--- src/rtl/ccg_lut_engine.sv ---
// ccg_lut_engine: run-time loadable N_IN -> N_OUT truth table.
// A framed load fills the table, a 2-stage valid/ready pipeline evaluates it,
// and a MISR compacts every delivered result word into a signature.
module ccg_lut_engine #(
  parameter int unsigned      N_IN  = 5,
  parameter int unsigned      N_OUT = 8,
  parameter logic [N_OUT-1:0] POLY  = N_OUT'(8'h1D)
) (
  input  logic             clk,
  input  logic             rst_n,
  input  logic             cfg_valid,
  output logic             cfg_ready,
  input  logic [N_OUT-1:0] cfg_data,
  input  logic             cfg_last,
  input  logic             in_valid,
  output logic             in_ready,
  input  logic [N_IN-1:0]  x,
  output logic             out_valid,
  input  logic             out_ready,
  output logic [N_OUT-1:0] f,
  output logic [N_OUT-1:0] sig,
  input  logic             sig_clr,
  output logic             loaded,
  output logic             err
);

  localparam int unsigned DEPTH = 1 << N_IN;

  localparam logic [1:0] S_EMPTY = 2'd0;
  localparam logic [1:0] S_LOAD  = 2'd1;
  localparam logic [1:0] S_READY = 2'd2;

  logic [1:0]       state;
  logic [N_IN-1:0]  row;
  logic [N_IN-1:0]  wr_row;
  logic             last_row;
  logic [N_OUT-1:0] tbl [DEPTH];

  logic             s1_valid;
  logic [N_IN-1:0]  s1_x;

  logic             adv;
  logic             cfg_fire;
  logic             in_fire;
  logic             out_fire;

  // Loading is only allowed with nothing in flight, so a table write can
  // never race a stage-2 read of the same table.
  assign cfg_ready = !s1_valid && !out_valid;
  assign adv       = !out_valid || out_ready;
  assign in_ready  = (state == S_READY) && adv;

  assign cfg_fire  = cfg_valid && cfg_ready;
  assign in_fire   = in_valid && in_ready;
  assign out_fire  = out_valid && out_ready;

  // A beat outside LOAD always starts a fresh load at row 0.
  assign wr_row    = (state == S_LOAD) ? row : '0;
  assign last_row  = (wr_row == '1);

  // Load framing: row counter, state, loaded/err flags.
  always_ff @(posedge clk or negedge rst_n) begin
    if (!rst_n) begin
      state  <= S_EMPTY;
      row    <= '0;
      loaded <= 1'b0;
      err    <= 1'b0;
    end else if (cfg_fire) begin
      if (cfg_last) begin
        row <= '0;
        if (last_row) begin
          state  <= S_READY;
          loaded <= 1'b1;
          err    <= 1'b0;
        end else begin
          state  <= S_EMPTY;
          loaded <= 1'b0;
          err    <= 1'b1;
        end
      end else if (last_row) begin
        // overflow: final row written but the frame never closed
        row    <= '0;
        state  <= S_EMPTY;
        loaded <= 1'b0;
        err    <= 1'b1;
      end else begin
        row    <= wr_row + 1'b1;
        state  <= S_LOAD;
        loaded <= 1'b0;
        err    <= 1'b0;
      end
    end
  end

  // Truth-table storage, cleared by reset and written one row per cfg beat.
  always_ff @(posedge clk or negedge rst_n) begin
    if (!rst_n) begin
      for (int unsigned i = 0; i < DEPTH; i++) begin
        tbl[N_IN'(i)] <= '0;
      end
    end else if (cfg_fire) begin
      tbl[wr_row] <= cfg_data;
    end
  end

  // Two-stage evaluation pipeline; both stages move on one shared enable.
  always_ff @(posedge clk or negedge rst_n) begin
    if (!rst_n) begin
      s1_valid  <= 1'b0;
      s1_x      <= '0;
      out_valid <= 1'b0;
      f         <= '0;
    end else if (adv) begin
      s1_valid  <= in_fire;
      if (in_fire) begin
        s1_x <= x;
      end
      out_valid <= s1_valid;
      if (s1_valid) begin
        f <= tbl[s1_x];
      end
    end
  end

  // MISR signature over delivered words; clear wins over a handshake.
  always_ff @(posedge clk or negedge rst_n) begin
    if (!rst_n) begin
      sig <= '0;
    end else if (sig_clr) begin
      sig <= '0;
    end else if (out_fire) begin
      sig <= ({sig[N_OUT-2:0], 1'b0} ^ (sig[N_OUT-1] ? POLY : '0)) ^ f;
    end
  end

endmodule

--- config.mk ---
export PLATFORM = sky130hd
export DESIGN_NAME = ccg_lut_engine
export DESIGN_NICKNAME = d
export VERILOG_FILES = /design/src/rtl/ccg_lut_engine.sv
export SDC_FILE = /design/constraint.sdc
export NUM_CORES = 1
export LEC_CHECK = 0
export CAP_MARGIN = 20
export CORE_ASPECT_RATIO = 0.8
export CORE_UTILIZATION = 50
export CTS_BUF_LIST = sky130_fd_sc_hd__clkbuf_8
export CTS_CLUSTER_DIAMETER = 150
export DETAILED_ROUTE_END_ITERATION = 10
export HOLD_SLACK_MARGIN = 0.12
export PLACE_DENSITY = 0.7
export SLEW_MARGIN = 20
export SYNTH_ARGS = -nofsm -noshare
export SYNTH_HDL_FRONTEND = slang
export SYNTH_SLANG_ARGS = --single-unit
--- constraint.sdc ---
create_clock -name clk -period 2.6 [get_ports clk]
set_input_delay 0.39 -clock clk [delete_from_list [all_inputs] [get_ports clk]]
set_output_delay 0.39 -clock clk [all_outputs]
set_load 0.02 [all_outputs]
==> results of run 1 <==
routing by layer:
layer | part of all wire (%) | vias up | global-route usage, %
met3 | 4.7 | 33 | 4.36
met5 | 0 | - | 0
met1 | 51 | 4379 | 38.0
li1 | - | 3784 | -
met2 | 43 | 177 | 35.9
met4 | 1.1 | 0 | 5.29
cells in the final DEF (no fill, tap or decap), types with 2 or more instances in the layout:
master / n
sky130_fd_sc_hd__dfrtp_1: 286
sky130_fd_sc_hd__mux2_2: 241
sky130_fd_sc_hd__mux2i_1: 128
sky130_fd_sc_hd__nand2_1: 55
sky130_fd_sc_hd__clkbuf_8: 54
sky130_fd_sc_hd__buf_4: 51
sky130_fd_sc_hd__clkdlybuf4s50_1: 39
sky130_fd_sc_hd__a22oi_1: 32
sky130_fd_sc_hd__inv_1: 23
sky130_fd_sc_hd__mux2_1: 20
sky130_fd_sc_hd__a21oi_1: 17
sky130_fd_sc_hd__a22o_1: 16
sky130_fd_sc_hd__a221oi_1: 16
sky130_fd_sc_hd__nor2_2: 14
sky130_fd_sc_hd__o21ai_0: 12
sky130_fd_sc_hd__o41ai_1: 9
sky130_fd_sc_hd__o22ai_1: 8
sky130_fd_sc_hd__xnor2_1: 8
sky130_fd_sc_hd__nand2b_1: 7
sky130_fd_sc_hd__buf_12: 7
sky130_fd_sc_hd__and2_1: 5
sky130_fd_sc_hd__nor2_1: 5
sky130_fd_sc_hd__ha_1: 5
sky130_fd_sc_hd__or3_1: 4
sky130_fd_sc_hd__nand3_1: 3
sky130_fd_sc_hd__nor3_1: 3
sky130_fd_sc_hd__and3_1: 3
sky130_fd_sc_hd__xor2_1: 3
sky130_fd_sc_hd__o31ai_1: 3
sky130_fd_sc_hd__clkinv_2: 3
sky130_fd_sc_hd__or2_1: 2
sky130_fd_sc_hd__nor2b_2: 2
area by class of cell:
| cell class | count | area, um2 | area share (%) |
|---|---|---|---|
| clock buffers | 54 | 743 | 4.90 |
| well taps | 351 | 439 | 2.89 |
| flip-flops and latches | 287 | 7190 | 47.4 |
| multi-input cells | 630 | 5750 | 37.9 |
| repair buffers | 99 | 938 | 6.18 |
| inverters | 4 | 15.0 | 0.0990 |
| clock inverters | 24 | 97.6 | 0.643 |
power groups by stage:
| stage | clock, mW | sequential [mW] | combinational, mW |
|---|---|---|---|
| after global placement | 0 | 4.75 | 0.502 |
| after detailed placement | 0 | 4.75 | 0.512 |
| after floorplan | 0 | 4.74 | 0.265 |
| final | 3.60 | 4.68 | 0.506 |
| after CTS | 3.67 | 4.67 | 0.515 |
| after global routing | 3.91 | 4.69 | 0.562 |
metrics by stage:
stage	cells	utilization, %	area [um2]	hold slack, ps
after floorplan	992	-	13300	94.4
after global placement	1370	55.7	14300	474
after detailed placement	1370	55.7	14300	480
after CTS	1449	59.0	15200	418
after global routing	1449	59.0	15200	434
final	1449	59.0	15200	437
worst min-delay path by stage:
stage,slack [ps],from,endpoint,cells past startpoint
3_3_place_gp,470,tbl[91]$_DFFE_PN0P_,tbl[91]$_DFFE_PN0P_,1
4_1_cts,420,x[2],s1_x[2]$_DFFE_PN0P_,2
5_1_grt,430,x[2],s1_x[2]$_DFFE_PN0P_,2
3_5_place_dp,480,rst_n,tbl[20]$_DFFE_PN0P_,1
6_report,440,x[2],s1_x[2]$_DFFE_PN0P_,2
2_1_floorplan,90,rst_n,err$_DFFE_PN0P_,0
cells by family (layout without fill, tap and decap cells):
| kind of cell | after synthesis | in the layout | share of synthesized area [%] |
|---|---|---|---|
| adder cells (fa/ha/maj) | 5 | 5 | 0.471 |
| AO/OA/AOI/OAI | 114 | 114 | 6.21 |
| AND/OR/NAND/NOR | 111 | 111 | 4.09 |
| multiplexers | 389 | 389 | 31.8 |
| flip-flops | 287 | 287 | 54.1 |
| buffers and inverters | 75 | 181 | 2.56 |
| XOR/XNOR | 11 | 11 | 0.726 |
state kept, by name (all words and copies together) (netlist names):
signal and cells:
s1_x 5, state 1, err 1, loaded 1, tbl 256, f 8
s1_valid 1, row 5, sig 8, out_valid 1
critical path: cells and delay by family, from the launching register on:
family	cells	cell delay [ps]
buf+inv	1	650
flops	1	430
simple gates	2	410
==> summary.txt, run 1 <==
Status
  • Status: finished, final reports clean

Worst setup path
  • Cell count of the worst reg-to-reg path: 6
  • Slowest cell on the critical path: sky130_fd_sc_hd__clkdlybuf4s50_1
  • Critical path arrival: about 2000 ps
  • Kind of launch point of the worst setup path: flip-flop
  • Biggest cell delay along the critical path: roughly 650 ps
  • Worst Path Required: between 2000 and 2500 ps
  • Kind of capture point of the worst setup path: output port
  • Launching element of the worst setup path: out_valid$_DFFE_PN0N_
  • Setup slack of the worst register-to-register path: between 150 and 200 ps
  • Endpoint of the most critical register-to-register path: f[4]$_DFFE_PN0P_
  • Reg-to-reg startpoint: s1_x[0]$_DFFE_PN0P_
  • Kind of critical path: flip-flop to output port
  • Destination of the critical timing path: in_ready
  • Cells traversed along the worst timing path: nor2b_1 -> nor3b_1 -> clkdlybuf4s50_1
  • Critical-path maximum fanout: 6

Detailed routing
  • Number of DRC violations after detailed routing: 0
  • Count of TritonRoute iterations in the first routing pass: 4
  • Vias per Instance: 5.78
  • DRT iter0 DRCs: roughly 550
  • Remaining antenna violation count after routing: 0
  • Overall via count from detail_route: about 8,400
  • Total wire length after detailed routing: ~31,000 um
  • Average wire length per cell after detail routing: roughly 22 um

Finish
  • Synthesis-to-layout area growth: 14.4%
  • Nets: roughly 1,100
  • Antenna diode count: 0
  • Fill cells: just over 2,000
  • Layout cell share with drive strength beyond 1: roughly 34%

Global routing
  • Remaining global-route overflow: 0
  • Overall Global Routing Usage: about a quarter
  • Vias in the first global route: between 8,000 and 9,000
  • Largest net degree at the start of global routing: 96
  • Wire length of the first global-routing pass: 50,800 um
  • Number of antenna violations at the first check in global routing: 0

Floorplanning
  • Die height: 148 um
  • Cell row count: 52
  • Area of the core: 0.0257 mm2
  • Initial Util: 51.6%
  • Total Die Area: between 0.02 and 0.03 mm2
  • # IOs: approximately 40
  • DIE WIDTH: roughly 180 um

Clocking
  • Post-CTS setup repair buffer count: 0
  • Buffer type at the clock tree root: sky130_fd_sc_hd__clkbuf_8
  • Cts hold-fix bufs: 1
  • Post-cts sizing count: 0
  • TritonCTS clock tree: yes
  • Reg clk slew, reported paths: roughly 60 ps
  • CTS H-tree lvls: 2
  • Deepest clock path buffer count: 3
  • Clock tree sinks: between 200 and 300
  • Clock latency on the worst-skew pair: approximately 570 ps
  • TritonCTS buffer count: 45

Timing
  • Final number of hold-violating endpoints: 0
  • RSZ-0062 raised after global routing: no
  • Period utilization: between 90% and 100%
  • Max Transition Viols Final: 0
  • Slew @ Worst Pin: 797 ps
  • Final worst-path setup slack: approximately 180 ps
  • Clock tree skew after final layout: 26.1 ps
  • Post-layout min period: 2420 ps
  • Worst rel slew slack: between 40% and 50%
  • Final setup viols: 0
  • Fin Setup TNS: 0 ps
  • Max Freq: 412 MHz

Power and ir drop
  • Proportion of total power due to net switching: between 20% and 30%
  • Power Dens Cells: 579 mW/mm2
  • Leak Pwr: around 7 nW
  • Share of total power in sequential cells: 53.3%
  • Net switching component of the power: 2.09 mW
  • Portion of total power attributed to combinational logic: 5.8%
  • Part of the power in the clock network: 41.0%
  • Worst supply voltage drop on vdd: 0.000333 V
  • Power consumption: around 8.8 mW
  • Cell-internal power: approximately 6.7 mW

Logic synthesis
  • Fraction of synthesized cell area taken by the top area cell type: a little over half
  • Largest area contributor in the netlist: sky130_fd_sc_hd__dfrtp_1
  • Number of instances in the synthesized netlist: between 900 and 1,000
  • Post-synth top flop: sky130_fd_sc_hd__dfrtp_1
  • Cell area after synthesis: approximately 0.013 mm2
  • Synth top cells by count: sky130_fd_sc_hd__dfrtp_1 (287), sky130_fd_sc_hd__mux2_2 (241), sky130_fd_sc_hd__mux2i_1 (128)
  • Syn Area/Cell: 13.4 um2
  • #FFs+latches synth: between 200 and 300
  • Post-synth net total: 1,017
  • Portion of the post-synthesis area used by sequential elements: a little over half
  • Number of synthesized flops with an enable pin: 0
  • Count leader, synth: sky130_fd_sc_hd__dfrtp_1
  • Synth Warn #: 0
  • Synth area leaders: sky130_fd_sc_hd__dfrtp_1 (54%), sky130_fd_sc_hd__mux2_2 (20%), sky130_fd_sc_hd__mux2i_1 (9.7%)
  • Fraction of registers with async set/reset: 100%
  • Netlist cell types: 41

Place
  • DPL Wire Length: between 20,000 and 25,000 um
  • Count of input and output buffers: 40
  • Gp weighted congestion: approximately 0.9
  • Worst setup slack before clock tree synthesis: between 200 and 250 ps

Run
  • MaxCap Viol Count: 0

Worst hold path
  • Worst Hold Class: primary input to flip-flop
No activity file was read; power rests on OpenSTA's default activity.
==> run 2, diff against run 1 <==
--- a/config.mk
+++ b/config.mk
@@ -7,6 +7,7 @@
 export LEC_CHECK = 0
 export CAP_MARGIN = 20
 export CORE_ASPECT_RATIO = 0.8
+export CORE_MARGIN = 2
 export CORE_UTILIZATION = 50
 export CTS_BUF_LIST = sky130_fd_sc_hd__clkbuf_8
 export CTS_CLUSTER_DIAMETER = 150
==> summary.txt, run 2 (synthesis results as in run 1) <==
Status
  • Status: finished, final reports clean

Worst setup path
  • Endpoint of the most critical register-to-register path: f[4]$_DFFE_PN0P_
  • Destination of the critical timing path: f[4]$_DFFE_PN0P_
  • Kind of launch point of the worst setup path: flip-flop
  • Worst Path Required: 3040 ps (+830 ps)
  • Cell count of the worst reg-to-reg path: 6 (unchanged)
  • Reg-to-reg startpoint: s1_x[0]$_DFFE_PN0P_
  • Kind of capture point of the worst setup path: flip-flop
  • Critical path arrival: 2840 ps (+810 ps)
  • Critical-path maximum fanout: 26 (+20)
  • Launching element of the worst setup path: s1_x[0]$_DFFE_PN0P_
  • Kind of critical path: flip-flop to flip-flop
  • Setup slack of the worst register-to-register path: 200 ps (+20 ps)

Timing
  • Final number of hold-violating endpoints: 0 (unchanged)
  • Final worst-path setup slack: 195 ps (+19.5 ps)
  • Slew @ Worst Pin: 862 ps (+64.4 ps)
  • RSZ-0062 raised after global routing: no
  • Worst rel slew slack: 42.6% (-4.3 points)
  • Max Transition Viols Final: 0 (unchanged)
  • Final setup viols: 0 (unchanged)
  • Clock tree skew after final layout: 30.4 ps (+4.34 ps)
  • Post-layout min period: 2400 ps (-19.5 ps)
  • Period utilization: 92.5% (-0.75 points)
  • Fin Setup TNS: 0 ps (unchanged)
  • Worst slack on hold paths: 418 ps (-19.4 ps)
  • Max Freq: 416 MHz (+0.81%)

Place
  • Worst setup slack before clock tree synthesis: 69.4 ps (-135 ps)
  • Count of input and output buffers: 40 (unchanged)
  • DPL Wire Length: 21,200 um (+1.4%)
  • Cell total after placement: 1,377 (+0.51%)
  • Gp weighted congestion: 0.874 (-2.0%)

Floorplanning
  • Cell row count: 53 (+1.9%)
  • # IOs: 41 (unchanged)
  • Total Die Area: 0.0279 mm2 (+2.5%)
  • Area of the core: 0.0262 mm2 (+1.9%)
  • DIE WIDTH: 186 um (+1.1%)
  • Initial Util: 50.7% (-0.97 points)
  • Die height: 150 um (+1.4%)

Global routing
  • Number of antenna violations at the first check in global routing: 0 (unchanged)
  • Overall Global Routing Usage: 24.1% (-0.47 points)
  • Remaining global-route overflow: 0 (unchanged)
  • Vias in the first global route: 8,720 (+1.2%)
  • Largest net degree at the start of global routing: 79 (-18%)
  • Wire length of the first global-routing pass: 50,800 um (about the same)

Finish
  • Nets: 1,093 (+0.092%)
  • Synthesis-to-layout area growth: 14.9%
  • Most frequent standard cell in the layout excluding fill and tap cells: sky130_fd_sc_hd__dfrtp_1
  • Final Instance Count excl. Fillers: 1,459 (+0.69%)
  • Regs by FF count: tbl x256, f x8, sig x8
  • Number of flip-flops in the largest register: 256 (unchanged)
  • Antenna diode count: 0 (unchanged)
  • Highest-count cells in the layout ignoring fill and taps: sky130_fd_sc_hd__dfrtp_1 (286), sky130_fd_sc_hd__mux2_2 (241), sky130_fd_sc_hd__mux2i_1 (128), sky130_fd_sc_hd__clkbuf_8 (57), sky130_fd_sc_hd__nand2_1 (55)
  • Layout cell share with drive strength beyond 1: 35.0% (+0.60 points)
  • Top register by number of flip-flops: tbl

Clocking
  • TritonCTS buffer count: 45 (unchanged)
  • TritonCTS clock tree: yes
  • Deepest clock path buffer count: 3 (unchanged)
  • Clock tree sinks: 287 (unchanged)
  • Buffer type at the clock tree root: sky130_fd_sc_hd__clkbuf_8
  • CTS H-tree lvls: 2 (unchanged)
  • Clock latency on the worst-skew pair: 560 ps (about the same)
  • Reg clk slew, reported paths: 60 ps (about the same)

Detailed routing
  • Vias per Instance: 5.82 (+0.74%)
  • DRT iter0 DRCs: 620 (+12%)
  • Total wire length after detailed routing: 32,000 um (+1.7%)
  • Number of DRC violations after detailed routing: 0 (unchanged)
  • Remaining antenna violation count after routing: 0 (unchanged)
  • Average wire length per cell after detail routing: 22.0 um (+1.0%)
  • Count of TritonRoute iterations in the first routing pass: 5 (+1)
  • Overall via count from detail_route: 8,493 (+1.4%)

Power and ir drop
  • Leak Pwr: 7.10 nW (+0.63%)
  • Power Dens Cells: 584 mW/mm2 (+0.89%)
  • Worst supply voltage drop on vdd: 0.000331 V (-0.49%)
  • Power consumption: 8.90 mW (+1.4%)

Worst hold path
  • Worst Hold Class: primary input to asynchronous set/reset pin

Run
  • MaxCap Viol Count: 0 (unchanged)
run 2: changes by cell type in the layout (fill, tap and decap cells not counted), sizes merged:
cell,before,now
buf,59,60
clkinv,3,5
dlymetal6s2s,0,1
inv,24,22
clkbuf,54,57
clkdlybuf4s50,39,38
run 2: area by class of cell:
| type | instances | area (um2) |
|---|---|---|
| fillers | 2153 | 10900 |
| multi-input cells | 630 | 5760 |
| well taps | 357 | 447 |
| clock buffers | 57 | 785 |
| inverters | 4 | 15.0 |
| clock inverters | 24 | 100 |
| repair buffers | 100 | 948 |
| flip-flops and latches | 287 | 7190 |
run 2: worst min-delay path by stage:
stage	from	cells after the start	endpoint
floorplan	rst_n	0	err$_DFFE_PN0P_
global placement	rst_n	1	tbl[209]$_DFFE_PN0P_
detailed placement	rst_n	1	tbl[210]$_DFFE_PN0P_
CTS	rst_n	2	tbl[202]$_DFFE_PN0P_
global route	x[1]	2	s1_x[1]$_DFFE_PN0P_
finish	rst_n	2	tbl[209]$_DFFE_PN0P_
run 2: where the power goes:
group	total [mW]	switching [mW]	internal, mW
combinational	0.518	0.300	0.218
sequential	4.67	0.0696	4.60
clock	3.71	1.74	1.97
total	8.90	2.11	6.79
run 2: repair_timing:
action | in CTS | in global routing
gates resized for setup | 1 | 2
hold endpoints to repair | 72 | 0
endpoints found under the setup margin | 1 | 2
hold buffers | 1 | 0
buffers inserted | 0 | 0
run 2: stage by stage:
stage	utilization [%]	area, um2
final	58.2	15200
after global placement	54.7	14300
after floorplan	-	13300
after global routing	58.2	15200
after detailed placement	54.7	14300
after CTS	58.2	15200
run 2: worst max-delay path, stage by stage (launching register included):
cell and delay, ps:
sky130_fd_sc_hd__dfrtp_4 760, sky130_fd_sc_hd__buf_12 250, sky130_fd_sc_hd__buf_12 170, sky130_fd_sc_hd__mux2i_1 80, sky130_fd_sc_hd__a221oi_1 470, sky130_fd_sc_hd__o22ai_1 160
sky130_fd_sc_hd__o41ai_1 390
run 2: layer usage:
metal,share of wire (%),GRT usage [%],up-vias
li1,-,-,3786
met1,48,36.0,4408
met2,43,35.5,243
met3,6.3,5.31,56
met4,2.2,6.42,0
met5,0,0,-
==> run 3, diff against run 2 <==
--- a/config.mk
+++ b/config.mk
@@ -9,7 +9,7 @@
 export CORE_ASPECT_RATIO = 0.8
 export CORE_MARGIN = 2
 export CORE_UTILIZATION = 50
-export CTS_BUF_LIST = sky130_fd_sc_hd__clkbuf_8
+export CTS_BUF_LIST = sky130_fd_sc_hd__clkbuf_4 sky130_fd_sc_hd__clkbuf_8
 export CTS_CLUSTER_DIAMETER = 150
 export DETAILED_ROUTE_END_ITERATION = 10
 export HOLD_SLACK_MARGIN = 0.12
==> summary.txt, run 3 (synthesis results as in run 1) <==
Floorplanning
  • Die height: 150 um (unchanged)
  • Total Die Area: 0.0279 mm2 (unchanged)
  • Area of the core: 0.0262 mm2 (unchanged)
  • Initial Util: 50.7% (unchanged)
  • DIE WIDTH: 186 um (unchanged)
  • Cell row count: 53 (unchanged)
  • # IOs: 41 (unchanged)

Worst hold path
  • Worst Hold Class: primary input to asynchronous set/reset pin

Power and ir drop
  • Worst supply voltage drop on vdd: 0.000332 V (+0.28%)
  • Leak Pwr: 7.08 nW (-0.20%)
  • Power consumption: 9.17 mW (+3.0%)
  • Power Dens Cells: 599 mW/mm2 (+2.6%)

Timing
  • Fin Setup TNS: 0 ps (unchanged)
  • Max Freq: 416 MHz (about the same)
  • RSZ-0062 raised after global routing: no
  • Worst slack on hold paths: 429 ps (+11.5 ps)
  • Slew @ Worst Pin: 834 ps (-27.8 ps)
  • Final number of hold-violating endpoints: 0 (unchanged)
  • Post-layout min period: 2400 ps (-1.73 ps)
  • Clock tree skew after final layout: 33.2 ps (+2.81 ps)
  • Period utilization: 92.4% (about the same)
  • Final setup viols: 0 (unchanged)
  • Max Transition Viols Final: 0 (unchanged)
  • Worst rel slew slack: 44.4% (+1.9 points)

Global routing
  • Wire length of the first global-routing pass: 50,800 um (about the same)
  • Vias in the first global route: 8,717 (-0.034%)
  • Overall Global Routing Usage: 24.1% (+0.032 points)
  • Number of antenna violations at the first check in global routing: 0 (unchanged)
  • Remaining global-route overflow: 0 (unchanged)
  • Largest net degree at the start of global routing: 79 (unchanged)

Finish
  • Highest-count cells in the layout ignoring fill and taps: sky130_fd_sc_hd__dfrtp_1 (286), sky130_fd_sc_hd__mux2_2 (241), sky130_fd_sc_hd__mux2i_1 (128), sky130_fd_sc_hd__clkbuf_8 (57), sky130_fd_sc_hd__nand2_1 (55)
  • Top register by number of flip-flops: tbl
  • Most frequent standard cell in the layout excluding fill and tap cells: sky130_fd_sc_hd__dfrtp_1
  • Final Instance Count excl. Fillers: 1,459 (unchanged)
  • Nets: 1,093 (unchanged)
  • Layout cell share with drive strength beyond 1: 36.6% (+1.5 points)
  • Number of flip-flops in the largest register: 256 (unchanged)
  • Synthesis-to-layout area growth: 15.4%
  • Antenna diode count: 0 (unchanged)
  • Regs by FF count: tbl x256, f x8, sig x8
  • Summed area of non-filler cells in the final layout: 0.0153 mm2 (+0.41%)

Worst setup path
  • Kind of launch point of the worst setup path: flip-flop
  • Critical path arrival: 2010 ps (-830 ps)
  • Setup slack of the worst register-to-register path: 220 ps (+20 ps)
  • Critical-path maximum fanout: 6 (-77%)
  • Kind of critical path: flip-flop to output port
  • Kind of capture point of the worst setup path: output port
  • Worst Path Required: 2210 ps (-830 ps)

Detailed routing
  • Vias per Instance: 5.78 (-0.71%)
  • Average wire length per cell after detail routing: 22.0 um (about the same)
  • Remaining antenna violation count after routing: 0 (unchanged)
  • Total wire length after detailed routing: 32,000 um (about the same)
  • Number of DRC violations after detailed routing: 0 (unchanged)
  • Overall via count from detail_route: 8,433 (-0.71%)
  • DRT iter0 DRCs: 573 (-7.6%)
  • Count of TritonRoute iterations in the first routing pass: 5 (unchanged)

Clocking
  • Post-CTS setup repair buffer count: 0 (unchanged)
  • Buffer type at the clock tree root: sky130_fd_sc_hd__clkbuf_8
  • TritonCTS buffer count: 45 (unchanged)
  • Clock tree sinks: 287 (unchanged)
  • CTS H-tree lvls: 2 (unchanged)
  • TritonCTS clock tree: yes
  • Deepest clock path buffer count: 3 (unchanged)
  • Clock latency on the worst-skew pair: 560 ps (about the same)
  • Reg clk slew, reported paths: 70 ps (about the same)

Place
  • Gp weighted congestion: 0.874 (unchanged)
  • Cell total after placement: 1,377 (unchanged)
  • Count of input and output buffers: 40 (unchanged)
  • DPL Wire Length: 21,200 um (unchanged)
  • Placed instance area: 0.0143 mm2 (unchanged)

Run
  • MaxCap Viol Count: 0 (unchanged)

Status
  • Status: finished, final reports clean
[run 3: cell count changes in the layout (fill, tap and decap cells not counted)]
cell / change
sky130_fd_sc_hd__a22oi_1: +1
sky130_fd_sc_hd__a22oi_2: -1
sky130_fd_sc_hd__clkbuf_4: +18
sky130_fd_sc_hd__inv_1: -18
[run 3: layout make-up]
type | instances | area [um2]
fill | 2142 | 10900
sequential | 287 | 7190
multi-input combinational | 630 | 5760
timing repair buffer | 100 | 948
clock buffer | 75 | 920
tap | 357 | 447
clock inverter | 6 | 32.5
inverter | 4 | 15.0
[run 3: timing repair]
item                                    in CTS  in global routing
endpoints found under the setup margin       1                  1
gates resized for setup                      1                  1
hold endpoints to repair                    72                  0
hold buffers                                 1                  0
gates cloned                                 0                  0
[run 3: per-layer routing]
layer / track usage, % / vias up / routed length, um
met5: 0 / - / 0
met4: 6.38 / 0 / 694
met3: 5.28 / 58 / 1920
met2: 35.5 / 221 / 13800
met1: 36.1 / 4376 / 15600
li1: - / 3778 / -
[run 3: where the power goes]
| group | switching (mW) | total [mW] | internal, mW |
|---|---|---|---|
| sequential | 0.0693 | 4.67 | 4.60 |
| clock | 1.75 | 3.97 | 2.22 |
| combinational | 0.301 | 0.519 | 0.218 |
[run 3: per-stage QoR]
stage          utilization, %  setup slack, ps
6_report                 58.4              197
3_3_place_gp             54.7             11.6
5_1_grt                  58.4             2.62
2_1_floorplan               -              411
3_5_place_dp             54.7             69.4
4_1_cts                  58.4             41.0
[run 3: final timing paths]
kind,endpoint,start,depth (start not counted)
worst min-delay path,tbl[219]$_DFFE_PN0P_,rst_n,2
worst max register to register,f[4]$_DFFE_PN0P_,s1_x[0]$_DFFE_PN0P_,6
min in group clk,s1_x[1]$_DFFE_PN0P_,x[1],2
max in group asynchronous,tbl[58]$_DFFE_PN0P_,rst_n,3
worst min register to register,tbl[157]$_DFFE_PN0P_,tbl[157]$_DFFE_PN0P_,1
worst max-delay path,cfg_ready,out_valid$_DFFE_PN0N_,3
[run 3: worst max-delay path, cell delays in order, from the launching register on]
cell	delay (ps)
sky130_fd_sc_hd__dfrtp_1	450
sky130_fd_sc_hd__nor2_2	230
sky130_fd_sc_hd__buf_4	180
sky130_fd_sc_hd__clkdlybuf4s50_1	600
